**src/rtl/req_resp_responder_pkg.sv**
```systemverilog
// Shared types and parameter defaults for the request/response responder.
// Latency: n/a (declarations only).
// Backpressure: n/a.
package req_resp_responder_pkg;

    localparam int DEF_DATA_W  = 32;
    localparam int DEF_ADDR_W  = 7;
    localparam int DEF_DEPTH   = 10;
    localparam int DEF_LATENCY = 2;

    // Countdown register width; LATENCY-1 never exceeds 14.
    localparam int CNT_W = 4;

    typedef enum logic [1:0] {
        S_IDLE = 2'd0,
        S_WAIT = 2'd1,
        S_RESP = 2'd2
    } state_t;

endpackage

```
**src/rtl/resp_regfile.sv**
```systemverilog
// DEPTH x DATA_W storage with one synchronous write port and one asynchronous read port.
// Latency: write lands on the next rising edge; read is combinational.
// Backpressure: none; caller gates the write enable (including address range).
module resp_regfile #(
    parameter int DATA_W = 32,
    parameter int ADDR_W = 7,
    parameter int DEPTH  = 10
) (
    input  logic              clk,
    input  logic              rst,
    input  logic              i_we,
    input  logic [ADDR_W-1:0] i_waddr,
    input  logic [DATA_W-1:0] i_wdata,
    input  logic [ADDR_W-1:0] i_raddr,
    output logic [DATA_W-1:0] o_rdata
);

    logic [DATA_W-1:0] r_mem [DEPTH];

    // Word update on write; full-width address match so nothing aliases.
    always_ff @(posedge clk or posedge rst) begin
        if (rst) begin
            for (int i = 0; i < DEPTH; i++) begin
                r_mem[i] <= '0;
            end
        end else if (i_we) begin
            for (int i = 0; i < DEPTH; i++) begin
                if (i_waddr == ADDR_W'(i)) begin
                    r_mem[i] <= i_wdata;
                end
            end
        end
    end

    // Read mux; unmatched (out-of-range) addresses return zero.
    always_comb begin
        o_rdata = '0;
        for (int i = 0; i < DEPTH; i++) begin
            if (i_raddr == ADDR_W'(i)) begin
                o_rdata = r_mem[i];
            end
        end
    end

endmodule

```
**src/rtl/req_resp_responder.sv**
```systemverilog
// Single-outstanding request/response responder in front of a small register file.
// Latency: rsp_valid rises LATENCY cycles after the request is accepted.
// Backpressure: response held stable until rsp_ready; no new request accepted until after that handshake.
module req_resp_responder
    import req_resp_responder_pkg::*;
#(
    parameter int DATA_W  = DEF_DATA_W,
    parameter int ADDR_W  = DEF_ADDR_W,
    parameter int DEPTH   = DEF_DEPTH,
    parameter int LATENCY = DEF_LATENCY
) (
    input  logic              clk,
    input  logic              rst,
    input  logic              req_valid,
    output logic              req_ready,
    input  logic              req_write,
    input  logic [ADDR_W-1:0] req_addr,
    input  logic [DATA_W-1:0] req_wdata,
    output logic              rsp_valid,
    input  logic              rsp_ready,
    output logic [DATA_W-1:0] rsp_rdata,
    output logic              rsp_err
);

    if (DEPTH < 1 || DEPTH > (1 << ADDR_W) || LATENCY < 1 || LATENCY > 15) begin : g_param_check
        $fatal(1, "req_resp_responder: DEPTH must be 1..2**ADDR_W and LATENCY 1..15");
    end

    state_t             r_state;
    state_t             w_state_nxt;
    logic [CNT_W-1:0]   r_cnt;
    logic [DATA_W-1:0]  r_rdata;
    logic               r_err;
    logic               w_accept;
    logic               w_in_range;
    logic               w_we;
    logic [DATA_W-1:0]  w_rd_word;

    // Unsigned compare one bit wider than the address so DEPTH == 2**ADDR_W fits.
    assign w_in_range = ({1'b0, req_addr} < (ADDR_W+1)'(DEPTH));
    assign w_we       = w_accept & req_write & w_in_range;

    resp_regfile #(
        .DATA_W (DATA_W),
        .ADDR_W (ADDR_W),
        .DEPTH  (DEPTH)
    ) u_regfile (
        .clk     (clk),
        .rst     (rst),
        .i_we    (w_we),
        .i_waddr (req_addr),
        .i_wdata (req_wdata),
        .i_raddr (req_addr),
        .o_rdata (w_rd_word)
    );

    // State register.
    always_ff @(posedge clk or posedge rst) begin
        if (rst) begin
            r_state <= S_IDLE;
        end else begin
            r_state <= w_state_nxt;
        end
    end

    // Next state and handshake outputs; req_ready held low while reset is asserted.
    always_comb begin
        w_state_nxt = r_state;
        req_ready   = 1'b0;
        rsp_valid   = 1'b0;
        w_accept    = 1'b0;
        case (r_state)
            S_IDLE: begin
                req_ready = ~rst;
                w_accept  = req_valid & ~rst;
                if (w_accept) begin
                    w_state_nxt = (LATENCY == 1) ? S_RESP : S_WAIT;
                end
            end
            S_WAIT: begin
                // Counter reaches zero on the same edge that enters RESP.
                if (r_cnt <= CNT_W'(1)) begin
                    w_state_nxt = S_RESP;
                end
            end
            S_RESP: begin
                rsp_valid = 1'b1;
                if (rsp_ready) begin
                    w_state_nxt = S_IDLE;
                end
            end
            default: begin
                w_state_nxt = S_IDLE;
            end
        endcase
    end

    // Capture the response at acceptance so it stays stable however long RESP is held.
    always_ff @(posedge clk or posedge rst) begin
        if (rst) begin
            r_cnt   <= '0;
            r_rdata <= '0;
            r_err   <= 1'b0;
        end else if (w_accept) begin
            r_cnt   <= CNT_W'(LATENCY - 1);
            r_err   <= ~w_in_range;
            r_rdata <= !w_in_range ? '0 : (req_write ? req_wdata : w_rd_word);
        end else if (r_state == S_WAIT && r_cnt != '0) begin
            r_cnt   <= r_cnt - CNT_W'(1);
        end
    end

    assign rsp_rdata = r_rdata;
    assign rsp_err   = r_err;

endmodule
```
**config.mk**
```make
export PLATFORM = sky130hd
export DESIGN_NAME = req_resp_responder
export DESIGN_NICKNAME = d
export VERILOG_FILES = /design/src/rtl/req_resp_responder_pkg.sv /design/src/rtl/resp_regfile.sv /design/src/rtl/req_resp_responder.sv
export SDC_FILE = /design/constraint.sdc
export NUM_CORES = 1
export LEC_CHECK = 0
export ABC_AREA = 1
export CAP_MARGIN = 10
export CORE_UTILIZATION = 32
export CTS_CLUSTER_SIZE = 16
export DETAILED_ROUTE_END_ITERATION = 10
export PLACE_DENSITY = 0.54
export REMOVE_ABC_BUFFERS = 1
export SYNTH_ARGS = -nofsm -noshare
export SYNTH_HDL_FRONTEND = slang
export SYNTH_SLANG_ARGS = --single-unit
```
**constraint.sdc**
```tcl
create_clock -name clk -period 15.8 [get_ports clk]
set_input_delay 3.16 -clock clk [delete_from_list [all_inputs] [get_ports clk]]
set_output_delay 3.16 -clock clk [all_outputs]
set_load 0.02 [all_outputs]
```
==> summary.txt <==
Floorplanning
  – Die H: 227 µm
  – Area of the core: 49400 µm²
  – Die Area: 51400 µm²
  – Initial core utilization: 32.7%
  – Die width: 227 µm
  – Ports: 79
  – Std-Cell Rows: 81

Global routing
  – Antenna violations before repair: 0
  – Tot GR Track Use: 17.5%
  – Vias in the first global route: 12300
  – Grt ovf: 0
  – Largest net degree at the start of global routing: 164
  – First-pass GRT wire length: 69900 µm

Placement
  – Hpwl dp: 22000 µm
  – Post-DP Area: 17300 µm²
  – Setup WS pre-CTS: 8.07 ns
  – Cells after DPL: 2615
  – I/O Buffers: 78
  – GPL Wtd Cong: 0.758

Yosys
  – EDFF count, synth: 0
  – Count leader, synth: nand2_1
  – Async set or reset register ratio after synthesis: 100%
  – Synth Area per Inst: 8.07 µm²
  – Yosys top cell area share: 55.6%
  – Synth Flop Type: dfrtp_1
  – Commonest cells in the netlist: 664 x nand2_1, 359 x dfrtp_1, 227 x o21ai_0, 146 x inv_1, 138 x nor2_1
  – Synth Warn #: 0
  – Sequential fraction of the synthesis area: 55.6%
  – Yosys top cell by area: dfrtp_1
  – Synthesized instance count: 2003
  – Post-synthesis cell type count: 26
  – Synth top area cells: dfrtp_1 56%, nand2_1 15%, o21ai_0 7.0%, nand3_1 4.0%, inv_1 3.4%
  – Yosys reg bits: 359
  – Netlist Area Pre-Place: 16200 µm²

Timing
  – Worst setup margin: 8.08 ns
  – Final period util: 48.9%
  – Clock Skews: 0.0207 ns
  – Final TNS setup: 0 ns
  – Fin. Hold Viols: 0
  – Slew Limit Headroom: 24.2%
  – Fin crit period: 7.72 ns
  – Fmax: 130 MHz
  – Final max-slew violation count: 0
  – Hold Worst Slack: 0.470 ns
  – RSZ-0062 raised after global routing: false
  – Least-Margin Pin Slew: 1.13 ns
  – Final setup violation count: 0

Setup path
  – Critical path class: input port to output port
  – Critical path's slowest cell: clkdlybuf4s50_1
  – Reg-to-reg slack, setup: 12.11 ns
  – Type of origin of the critical path: input port
  – Crit Path Max Fanout: 3
  – CP delay by family, top: buffers and inverters
  – Worst path required time: 12.64 ns
  – Critical path cell sequence: clkdlybuf4s50_1 > nor3_2 > clkdlybuf4s50_1
  – Reg-to-Reg End: u_regfile.r_mem[227]$_DFFE_PP0P_
  – Reg-to-reg startpoint: r_state[0]$_DFFE_PP0P_
  – CP startpoint: rst
  – Cell repeated most along the worst path: clkdlybuf4s50_1
  – R2r worst-path depth: 5
  – CP Buf/Inv Count: 2
  – Stages on the worst setup path: 3
  – Critical Path End Type: output port
  – Critical path's largest stage delay: 0.65 ns
  – Arrival time worst endpoint: 4.56 ns
  – CP endpoint: req_ready

Clock tree
  – CTS tree: yes
  – CTS resizes: 0
  – Clk root buf: clkbuf_16
  – Post-CTS setup buffer count: 0
  – Clock-pin slew on the worst setup and hold paths: 0.06 ns
  – Clk_lat worst skew: 0.56 ns
  – Inserted Clock Buffers: 41
  – Total clock sinks: 359
  – H-tree depth: 2
  – Maximum clock insertion buffer count: 3
  – Hold Buf Count CTS: 0

Detailed routing
  – DRC viols: 0
  – Final wirelength: 43300 µm
  – Wire length per cell: 16.1 µm
  – Final ANT Viol Nets: 0
  – Drt first-iter violations: 1220
  – Total number of vias: 12900
  – DR vias/cell: 4.79
  – 1st-pass router iterations: 5

Power and ir drop
  – Psw: 491 µW
  – Clock share of power: 46.9%
  – Static Leak: 8.57 nW
  – Power Internal: 1.56 mW
  – Switching Share: 23.9%
  – Pwr Density: 110 nW/µm²
  – Pwr Total: 2.05 mW
  – Peak supply drop: 0.0000607 V
  – Combinational power share: 6.9%
  – Proportion of power drawn by flip-flops and latches: 46.2%

Layout
  – Post-route cell area: 18600 µm²
  – Number of fill cells in the layout: 5063
  – Nets: 2040
  – Synthesis-to-finish area growth: 15.3%
  – ANT cells: 0
  – Core Util, Final: 37.7%
  – Share of layout cells above drive strength 1: 5.43%
  – Final std cells w/o fill: 2688
  – Reg area: 8980 µm²
  – Area occupied by multi-input gates: 5990 µm²

Flow run
  – Max-cap check violation count: 0

Status
  – Status: finished clean

Worst hold path
  – HP Class: register to register
[sequential cells by signal, indices dropped and copies added (netlist names)]
register / count
r_cnt: 4
r_state: 2
rsp_err: 1
rsp_rdata: 32
u_regfile.r_mem: 320
[worst min-delay path by stage]
stage | startpoint | end | slack, ns | cells after the start
3_5_place_dp | r_cnt[3]$_DFFE_PP0P_ | r_cnt[3]$_DFFE_PP0P_ | 0.46 | 1
3_3_place_gp | u_regfile.r_mem[106]$_DFFE_PP0P_ | u_regfile.r_mem[106]$_DFFE_PP0P_ | 0.46 | 2
6_report | r_cnt[3]$_DFFE_PP0P_ | r_cnt[3]$_DFFE_PP0P_ | 0.47 | 1
5_1_grt | u_regfile.r_mem[177]$_DFFE_PP0P_ | u_regfile.r_mem[177]$_DFFE_PP0P_ | 0.50 | 2
2_1_floorplan | r_cnt[3]$_DFFE_PP0P_ | r_cnt[3]$_DFFE_PP0P_ | 0.44 | 1
4_1_cts | r_cnt[3]$_DFFE_PP0P_ | r_cnt[3]$_DFFE_PP0P_ | 0.47 | 1
[cell families after synthesis]
group / after synthesis / synth area share, %
AND/OR/NAND/NOR: 987 / 25.4
AO/OA/AOI/OAI: 363 / 11.3
flip-flops: 359 / 55.6
buffers and inverters: 292 / 7.58
adder cells (fa/ha/maj): 2 / 0.155
[worst register-to-register path: stages (launching register included)]
cell	delay, ns
dfrtp_1	0.43
nor3_2	0.24
nand2_2	0.63
nor3_4	1.01
nand3_4	0.88
o21ai_1	0.40
[cell type report]
type	instances	area share [%]
clock inverters	15	0.867
flip-flops and latches	359	48.2
clock buffers	58	6.44
repair buffers	92	4.80
well taps	664	4.46
multi-input cells	1352	32.2
inverters	148	3.02
[power groups by stage]
stage / Sequential (mW) / Combinational, mW / Clock, mW
6_report: 0.948 / 0.141 / 0.962
3_3_place_gp: 0.964 / 0.143 / 0
2_1_floorplan: 0.972 / 0.0693 / 0
4_1_cts: 0.948 / 0.145 / 0.988
5_1_grt: 0.950 / 0.159 / 1.02
3_5_place_dp: 0.964 / 0.144 / 0
[per-layer routing]
| metal | wire length [µm] | GRT usage, % | part of all wire [%] | vias to the layer above |
|---|---|---|---|---|
| met5 | 0 | 0 | 0 | - |
| met4 | 998 | 5.84 | 2.3 | 0 |
| met2 | 18300 | 26.2 | 42 | 320 |
| met1 | 21600 | 25.6 | 50 | 6131 |
| met3 | 2460 | 2.72 | 5.7 | 68 |
| li1 | - | - | - | 6349 |
[cell usage in the layout, fill, tap and decap left out, types with 3 or more instances in the layout]
master / instances
a21oi_1: 37
buf_4: 13
bufinv_16: 3
clkbuf_1: 6
clkbuf_16: 41
clkbuf_8: 11
clkdlybuf4s50_1: 77
clkinv_2: 9
dfrtp_1: 359
inv_1: 143
inv_2: 3
nand2_1: 663
nand2_4: 8
nand3_1: 128
nand4_1: 33
nor2_1: 135
nor2_4: 5
nor3_1: 3
nor3_4: 4
o21ai_0: 227
o21ai_1: 97
(Power assumes the default switching activity.)
